[src/rtl/mem_arbiter.sv]
// Single-port memory arbiter between I-cache refills and D-cache refill/writeback, one transaction at a time.
// Build option ARB_ROUND_ROBIN_EN: alternate ties against the last owner; default build gives D-cache fixed priority.
module mem_arbiter #(
  parameter int ADDR_W = 32,
  parameter int DATA_W = 32
) (
  input  logic              clk,
  input  logic              rst,
  input  logic [ADDR_W-1:0] i_req_addr,
  input  logic              i_req_valid,
  output logic [DATA_W-1:0] i_req_data,
  output logic              i_req_ready,
  input  logic [ADDR_W-1:0] d_req_addr,
  input  logic              d_req_valid,
  input  logic              d_req_wr,
  input  logic [DATA_W-1:0] d_wr_data,
  output logic [DATA_W-1:0] d_req_data,
  output logic              d_req_ready,
  output logic [ADDR_W-1:0] mem_req_addr,
  output logic [DATA_W-1:0] mem_wr_data,
  output logic              mem_req_valid,
  output logic              mem_req_wr,
  input  logic [DATA_W-1:0] mem_req_data,
  input  logic              mem_req_ready,
  output logic [1:0]        owner
);

  typedef enum logic [1:0] {IDLE, BUSY, DONE} state_t;

  localparam logic [1:0] OWN_NONE = 2'b00;
  localparam logic [1:0] OWN_I    = 2'b01;
  localparam logic [1:0] OWN_D    = 2'b10;

`ifdef ARB_ROUND_ROBIN_EN
  localparam bit ROUND_ROBIN = 1'b1;
`else
  localparam bit ROUND_ROBIN = 1'b0;
`endif

  state_t state;
  logic   last_d;   // last completed owner: 1 = D-cache, 0 = I-cache
  logic   grant_d;

  // D wins alone, or on a tie unless round-robin says it was served last
  always_comb begin
    grant_d = d_req_valid && (!i_req_valid || !ROUND_ROBIN || !last_d);
  end

  always_ff @(posedge clk or posedge rst) begin
    if (rst) begin
      state         <= IDLE;
      last_d        <= 1'b0;
      owner         <= OWN_NONE;
      mem_req_valid <= 1'b0;
      mem_req_wr    <= 1'b0;
      mem_req_addr  <= '0;
      mem_wr_data   <= '0;
      i_req_ready   <= 1'b0;
      i_req_data    <= '0;
      d_req_ready   <= 1'b0;
      d_req_data    <= '0;
    end else begin
      case (state)
        IDLE: begin
          if (i_req_valid || d_req_valid) begin
            mem_req_valid <= 1'b1;
            state         <= BUSY;
            if (grant_d) begin
              owner        <= OWN_D;
              mem_req_addr <= d_req_addr;
              mem_req_wr   <= d_req_wr;
              mem_wr_data  <= d_wr_data;
            end else begin
              owner        <= OWN_I;
              mem_req_addr <= i_req_addr;
              mem_req_wr   <= 1'b0;
              mem_wr_data  <= '0;
            end
          end
        end
        BUSY: begin
          if (mem_req_ready) begin
            mem_req_valid <= 1'b0;
            last_d        <= (owner == OWN_D);
            state         <= DONE;
            if (owner == OWN_D) begin
              d_req_ready <= 1'b1;
              d_req_data  <= mem_req_wr ? '0 : mem_req_data;
            end else begin
              i_req_ready <= 1'b1;
              i_req_data  <= mem_req_data;
            end
          end
        end
        DONE: begin
          i_req_ready <= 1'b0;
          d_req_ready <= 1'b0;
          owner       <= OWN_NONE;
          state       <= IDLE;
        end
        default: state <= IDLE;
      endcase
    end
  end

endmodule

[config.mk]
export PLATFORM = sky130hd
export DESIGN_NAME = mem_arbiter
export DESIGN_NICKNAME = d
export VERILOG_FILES = /design/src/rtl/mem_arbiter.sv
export SDC_FILE = /design/constraint.sdc
export NUM_CORES = 1
export LEC_CHECK = 0
export BUFFER_PORTS_ARGS = -buffer_cell sky130_fd_sc_hd__buf_2
export CAP_MARGIN = 20
export CORE_MARGIN = 3
export CORE_UTILIZATION = 35
export CTS_BUF_LIST = sky130_fd_sc_hd__clkbuf_16
export CTS_CLUSTER_DIAMETER = 150
export DETAILED_ROUTE_END_ITERATION = 8
export HOLD_SLACK_MARGIN = 0.02
export PLACE_DENSITY = 0.61
export SLEW_MARGIN = 20
export SYNTH_ARGS = -nofsm -noshare
export SYNTH_HDL_FRONTEND = slang
export SYNTH_SLANG_ARGS = --single-unit
[constraint.sdc]
create_clock -name clk -period 5.1 [get_ports clk]
set_input_delay 1.02 -clock clk [delete_from_list [all_inputs] [get_ports clk]]
set_output_delay 1.02 -clock clk [all_outputs]
set_load 0.01 [all_outputs]
* Word level (Yosys, flattened, before mapping)
Index checks and enable logic that the tools add are counted.
** Word-level totals
- Flip-flop bits (word level) :: 136
- Logic and storage cells :: 50
** Cells by class
- Equal/unequal tests :: 7
- Muxes and demuxes :: 19
- Bitwise operators :: 1
- Reduce and logical (&&, ||, !) cells :: 13
** Operators with widths (count)
- 32-bit 2-to-1 mux :: 3
- 3-bit AND reduction :: 5
- 2-bit 2-to-1 mux :: 4
- 2-bit inequality test (second input constant) :: 4
- 2-bit one-hot mux with 2 select lines :: 2
- 1-bit 2-to-1 mux :: 7
- 1-bit one-hot mux with 2 select lines :: 3
- 2-bit AND reduction :: 3
- 2-bit nonzero test :: 3
- 2-bit equality test (second input constant) :: 2
- 2-bit by 1-bit equality test with 1-bit output (second input constant) :: 1
- 2-bit zero test :: 1
- 1-bit logical OR :: 1
- 1-bit inverter :: 1

* Depth between registers and ports, before layout
Gate-level depths: netlist (run 1).
- Depth in word-level cells :: 4
- Depth in mapped cells :: 5
- Gate-level depth less buffers :: 3

* Worst setup path before layout (run 1)
No wires, ideal clock.
- Path type :: input -> register
- From :: input d_req_valid
- To :: register mem_req_addr[10]
- Arrival time :: 1.979 ns
- Slack :: 2.996 ns
- Cell stages on the path :: 4
- Path buffers :: 2
- Cell sequence :: buf_2 > buf_2 > mux2_2 > mux2_2
** Between the ends
- Longest elaborated chain between the ends :: 2
- Elaborated cells between the ends (all ways) :: 3
** Ends and longest elaborated chain
- from (decl) :: line 14 : input logic d_req_valid,
- 1-bit logical OR :: line 65 : if (i_req_valid || d_req_valid) begin
- 2-bit AND reduction (no line)
- to (signal assigned) :: line 70 : mem_req_addr <= d_req_addr;
- to (signal assigned) :: line 75 : mem_req_addr <= i_req_addr;
- to (decl) :: line 19 : output logic [ADDR_W-1:0] mem_req_addr,
Parallel ways exist; a longest one is shown, timed or not.
A chain may end at the register's enable or synchronous reset.

* Worst setup path in the final report (run 1)
- From :: input d_req_valid
- To :: register mem_req_addr[31]
Same word-level chain as after synthesis.

==> flow_metrics.py, run 1 <==
metrics = {
    "setup_path": {
        "setup_cp_type": "primary input to flip-flop",
        "critical_path.endpoint_type": "flip-flop",
        "r2r-end": "i_req_data[3]",
        "critical_path_required_ns": 5.40,
        "rr_startpoint": "state[1]",
        "reg2regPathDepth": 4,
        "worstSetupStartpointType": "primary input",
        "critPathMaxFanout": 36,
        "cp.arrival_ns": 2.88,
        "reg2reg_slack_ns": 3.31,
        "setup.worst_path.start": "d_req_valid",
    },
    "power": {
        "power_density_mw_per_mm2": 649,
        "switching_share_pct": 32.9,
        "power_frac_clock_pct": 25.1,
        "power_leakage_nw": 3.91,
        "internal-power_mw": 3.39,
        "share_seq_of_total_power_pct": 37.4,
        "power_spent_charging_and_discharging_nets_mw": 1.66,
        "worst_ir_drop_vdd_mv": 0.272,
        "combinational_power_share_pct": 37.5,
    },
    "cells_and_area": {
        "final_layout_size_suffix_gt1_share_pct": 66.1,
        "area_growth_syn_to_layout_pct": 38.5,
        "antennaDiodeCount": 0,
        "nFillCells": 1338,
        "final_net_count": 779,
        "leading_cell_type_in_the_layout_fill_and_taps_excluded": "buf_2",
        "final_cell_mix": "buf_2 (267), dfrtp_1 (136), mux2_2 (128)",
    },
    "clock_tree": {
        "number_of_buffers_between_clock_root_and_the_deepest_sink": 2,
        "cts.repair.resized": 0,
        "cts.repair_timing.setup_buffer_count": 0,
        "clock_latency_ns": 0.41,
        "cts.sink_count": 136,
        "cts_inserted_buffers": 17,
        "clock-root-buffer": "clkbuf_16",
        "htree_num_levels": 4,
        "postCtsHoldBufs": 0,
        "worst_setup_hold_path_clk_slew_ns": 0.06,
        "tritoncts": "done",
    },
    "detailed_routing": {
        "dr.first_iter.drc_count": 103,
        "postRouteWirelength_um": 14200,
        "route.detailed.drc": 0,
        "drtAntennaViolNets": 0,
        "avgRoutedWirePerCell_um": 16.3,
        "num_vias": 4059,
        "drt-vias-per-instance": 4.67,
        "detailedRoute.firstPassIterationCount": 4,
    },
    "sta": {
        "finalSetupViolCount": 0,
        "hold_viol": 0,
        "worst_slew_pin_slew_ns": 0.862,
        "finClkSkew_ns": 0.00673,
        "setup_total_negative_slack_ns": 0,
        "relSlewSlack_pct": 42.5,
        "setup_repair_after_global_routing_missed_its_margin": "no",
        "max_clock_freq_mhz": 386,
        "min_period_over_period_pct": 50.7,
        "final.min_clock_period_ns": 2.59,
        "drv_slew": 0,
        "hold_slack_ns": 0.483,
    },
    "placed_design": {
        "detailedPlacementHpwl_um": 10400,
        "numPortBuffers": 267,
        "place.gp.congestion": 0.776,
    },
    "worst_hold_path": {
        "min_to": "i_req_ready",
        "worst_min_delay_path_category": "flip-flop to flip-flop",
        "hold_path_depth": 1,
        "hold_start": "i_req_ready",
    },
    "yosys": {
        "synthesis.nets": 511,
        "yosys.area_share.xor_xnor_pct": 0,
        "combinational_family_with_the_most_area_after_synthesis": "multiplexers",
        "synth_largest_type_area_fraction_pct": 60.6,
        "synth_top_area_cell": "dfrtp_1",
        "yosys_register_bits": 136,
        "syn-instance-count": 377,
        "netlist-cell-type-count": 21,
        "synth.yosys.warnings": 0,
        "synth.yosys.seq_area_share_pct": 60.6,
        "synth_compound_gate_area_share_pct": 6.10,
        "yosys-mux-area-fraction_pct": 25.6,
        "synthSimpleGateAreaFrac_pct": 4.90,
        "yosys-top-cells-area": "dfrtp_1 (61%), mux2_2 (26%), a22o_1 (5.1%)",
        "syn_area_mm2": 0.00562,
        "synth.avg_cell_area_um2": 14.9,
        "post_synth_fa_ha_maj_area_fraction_pct": 0,
    },
    "die": {
        "die_h_um": 133,
        "floorplan.initialDensity_pct": 36.3,
        "dieArea_mm2": 0.0176,
        "rows": 45,
        "count_of_pins_on_the_block_boundary": 268,
        "design.core.area_mm2": 0.0155,
        "die_width_um": 133,
    },
    "global_route": {
        "global_route_wire_length_before_repair_um": 22200,
        "antenna_violations_before_repair": 2,
        "grt_use_total_pct": 16.1,
        "grt_max_degree": 100,
        "gr-total-overflow": 0,
        "via_count_of_the_first_global_routing_pass": 4273,
    },
    "job": {
        "timing.max_cap.violations": 0,
    },
    "status": {
        "status": "completed",
    },
}
-- final cells by class --
type / instances / area (um^2) / share of cell area, %
sequential: 136 / 3400 / 43.7
multi-input combinational: 212 / 2080 / 26.7
timing repair buffer: 273 / 1400 / 18.0
clock buffer: 17 / 425 / 5.47
tap: 211 / 264 / 3.39
clock inverter: 15 / 186 / 2.40
inverter: 5 / 23.8 / 0.305
-- critical path, stage by stage --
cell     delay (ns)
buf_2          0.36
o21ai_4        0.71
buf_4          0.39
mux2_2         0.37
-- cells in the mapped netlist --
cell,n
nor3b_4,1
o21ai_1,1
dfrtp_1,136
buf_4,3
o31ai_1,1
a22oi_1,1
clkbuf_1,6
a22o_1,33
a21oi_2,1
nand3b_4,1
a21oi_1,1
nor2b_1,32
buf_2,12
o21ai_0,1
mux2_2,128
nand2_1,4
a21o_1,2
inv_1,5
and2_1,1
buf_6,3
nor2_1,4
-- power groups by stage --
stage | registers [mW] | logic, mW | clock network [mW]
global placement | 1.89 | 1.88 | 0
CTS | 1.90 | 1.93 | 1.30
finish | 1.89 | 1.89 | 1.27
global route | 1.96 | 2.06 | 1.35
detailed placement | 1.90 | 1.93 | 0
floorplan | 2.14 | 0.867 | 0
-- cells by family after synthesis --
logic type | Yosys count
muxes | 128
and+or+nand+nor | 43
buffers and inverters | 29
AOI/OAI and AO/OA | 41
DFF | 136
-- per-stage QoR --
step                      setup WS (ns)  util (%)  instances  instance area (um^2)  power [mW]
after floorplan                   0.441         -        377                  5620        3.01
after global placement             2.13      46.1        836                  7140        3.77
after detailed placement           2.07      46.1        836                  7140        3.83
after CTS                          2.51      50.1        868                  7750        5.12
after global routing               2.41      50.3        869                  7780        5.36
final                              2.51      50.3        869                  7780        5.05
-- worst max-delay path by stage --
stage                                  end  slack, ns  depth (start not counted)
after floorplan              d_req_data[0]       0.44                          1
after global placement    mem_req_addr[19]       2.13                          4
after detailed placement  mem_req_addr[31]       2.07                          4
after CTS                 mem_req_addr[31]       2.51                          4
after global routing      mem_req_addr[25]       2.41                          4
final                     mem_req_addr[31]       2.51                          4
-- sequential cells by signal, indices dropped and copies added, names as in the netlist --
register and flops:
mem_req_valid 1, i_req_data 32, owner 2, d_req_data 32, i_req_ready 1, mem_wr_data 32
d_req_ready 1, mem_req_addr 32, mem_req_wr 1, state 2
-- metal layers --
metal | share of wire, % | global-route usage, % | vias up
met4 | 1.4 | 5.37 | 4
li1 | - | - | 1880
met1 | 40 | 18.1 | 1976
met2 | 50 | 27.1 | 179
met5 | 0.19 | 0 | -
met3 | 8.8 | 7.22 | 20
(Power assumes the default switching activity.)
==> run 2, diff against run 1 <==
==> constraint.sdc (replaced) <==
create_clock -name clk -period 2.6 [get_ports clk]
set_input_delay 0.52 -clock clk [delete_from_list [all_inputs] [get_ports clk]]
set_output_delay 0.52 -clock clk [all_outputs]
set_load 0.01 [all_outputs]
==> run 2 against run 1 <==
Worst hold slack worse by 0.34 ns. Sequential cell count stayed put. Die area stayed put. Register-to-register slack worse by 2.5 ns.
==> flow_metrics.py, run 2 (synthesized netlist as in run 1, its figures left out) <==
metrics = {
    "cells_and_area": {
        "final_cell_mix": "buf_2 (267), dfrtp_1 (136), mux2_2 (128)",
        "area_growth_syn_to_layout_pct": 39.4,
        "seq_area_mm2": 0.00340,
        "nFillCells": 1361,
        "final_core_util_pct": 50.6,
        "final_layout_size_suffix_gt1_share_pct": 66.1,
        "final_net_count": 781,
        "final_cell_area_mm2": 0.00784,
        "multi_input_area_mm2": 0.00208,
        "leading_cell_type_in_the_layout_fill_and_taps_excluded": "buf_2",
    },
    "setup_path": {
        "highest_cell_delay_on_the_worst_timing_path_ns": 0.43,
        "worstPathBufferInverterCount": 1,
        "cp.arrival_ns": 2.08,
        "worstSetupStartpointType": "flip-flop",
        "crit_chain": "nand3b_4 -> nor3b_4 -> buf_4 -> mux2_2",
        "setup_cp_type": "flip-flop to flip-flop",
        "crit_family": "flip-flops",
        "critPathMaxFanout": 33,
        "cp_slowest_cell": "dfrtp_1",
        "critical_path.endpoint_type": "flip-flop",
        "critical_path_required_ns": 2.89,
    },
    "clock_tree": {
        "postCtsHoldBufs": 0,
        "cts.repair_timing.setup_buffer_count": 0,
        "clock-root-buffer": "clkbuf_16",
        "cts.sink_count": 136,
        "htree_num_levels": 4,
        "cts_inserted_buffers": 17,
        "clock_latency_ns": 0.41,
        "tritoncts": "done",
        "cts.repair.resized": 0,
        "number_of_buffers_between_clock_root_and_the_deepest_sink": 2,
        "worst_setup_hold_path_clk_slew_ns": 0.06,
    },
    "sta": {
        "setup_slack_ns": 0.809,
        "setup_repair_after_global_routing_missed_its_margin": "no",
        "setup_total_negative_slack_ns": 0,
        "drv_slew": 0,
        "finalSetupViolCount": 0,
        "final.min_clock_period_ns": 1.79,
        "max_clock_freq_mhz": 558,
        "hold_viol": 0,
        "worst_slew_pin_slew_ns": 0.812,
        "finClkSkew_ns": 0.00604,
        "min_period_over_period_pct": 68.9,
        "relSlewSlack_pct": 45.9,
    },
    "placed_design": {
        "numPortBuffers": 267,
        "detailedPlacementHpwl_um": 10300,
        "place.gp.congestion": 0.761,
        "detailed_place.area_mm2": 0.00720,
        "pre_cts_ws_ns": 0.573,
    },
    "detailed_routing": {
        "avgRoutedWirePerCell_um": 16.2,
        "route.detailed.drc": 0,
        "drt-vias-per-instance": 4.69,
        "postRouteWirelength_um": 14100,
        "dr.first_iter.drc_count": 136,
        "detailedRoute.firstPassIterationCount": 4,
        "num_vias": 4086,
        "drtAntennaViolNets": 0,
    },
    "die": {
        "floorplan.initialDensity_pct": 36.3,
        "design.core.area_mm2": 0.0155,
        "dieArea_mm2": 0.0176,
        "die_width_um": 133,
        "count_of_pins_on_the_block_boundary": 268,
        "die_h_um": 133,
        "rows": 45,
    },
    "status": {
        "status": "completed",
    },
    "global_route": {
        "via_count_of_the_first_global_routing_pass": 4460,
        "antenna_violations_before_repair": 1,
        "global_route_wire_length_before_repair_um": 22700,
        "grt_use_total_pct": 16.2,
        "gr-total-overflow": 0,
        "grt_max_degree": 72,
    },
    "job": {
        "timing.max_cap.violations": 0,
    },
    "power": {
        "power_density_mw_per_mm2": 1280,
        "worst_ir_drop_vdd_mv": 0.526,
        "power_leakage_nw": 3.92,
        "post-layout-total-power_mw": 9.99,
    },
    "worst_hold_path": {
        "worst_min_delay_path_category": "primary input to async pin",
    },
}
[run 2: cell count changes in the layout (fill, tap and decap cells not counted)]
cell / before / now
and2_1: 0 / 1
and2_2: 1 / 0
buf_12: 0 / 3
buf_16: 1 / 0
bufinv_16: 4 / 5
clkinv_1: 1 / 4
clkinvlp_4: 2 / 3
diode_2: 0 / 1
inv_1: 7 / 4
inv_6: 2 / 0
[run 2: final timing paths]
kind	startpoint	endpoint	slack (ns)	cells after the start
worst min-delay path	rst	mem_req_addr[17]	0.14	2
worst max-delay path	state[1]	d_req_data[15]	0.81	4
worst max register to register	state[1]	d_req_data[15]	0.81	4
min in group clk	d_wr_data[29]	mem_wr_data[29]	0.33	2
worst min register to register	d_req_ready	d_req_ready	0.48	1
max in group asynchronous	rst	mem_wr_data[4]	1.74	3
[run 2: final cells by class]
type | instances | share of cell area, %
Inverter | 5 | 0.287
Multi-Input combinational cell | 212 | 26.5
Clock inverter | 15 | 2.65
Antenna cell | 1 | 0.0319
Tap cell | 211 | 3.37
Sequential cell | 136 | 43.4
Clock buffer | 17 | 5.43
Timing Repair Buffer | 275 | 18.3
[run 2: metrics by stage]
stage          hold slack [ns]  std cells
6_report                 0.143        872
5_1_grt                  0.153        871
4_1_cts                  0.128        871
3_5_place_dp             0.468        839
3_3_place_gp             0.462        839
2_1_floorplan            0.508        377
[run 2: where the power goes]
group | internal, mW | switching (mW) | leakage [nW]
Clock | 1.69 | 0.882 | 0.303
Combinational | 1.90 | 1.81 | 1.96
Sequential | 3.16 | 0.552 | 1.66
[run 2: per-layer routing]
metal | track usage [%] | part of all wire, % | vias up
li1 | - | - | 1885
met1 | 18.4 | 40 | 2006
met2 | 27.7 | 50 | 176
met3 | 6.46 | 8.8 | 17
met4 | 5.48 | 1.4 | 2
met5 | 0 | 0.050 | -
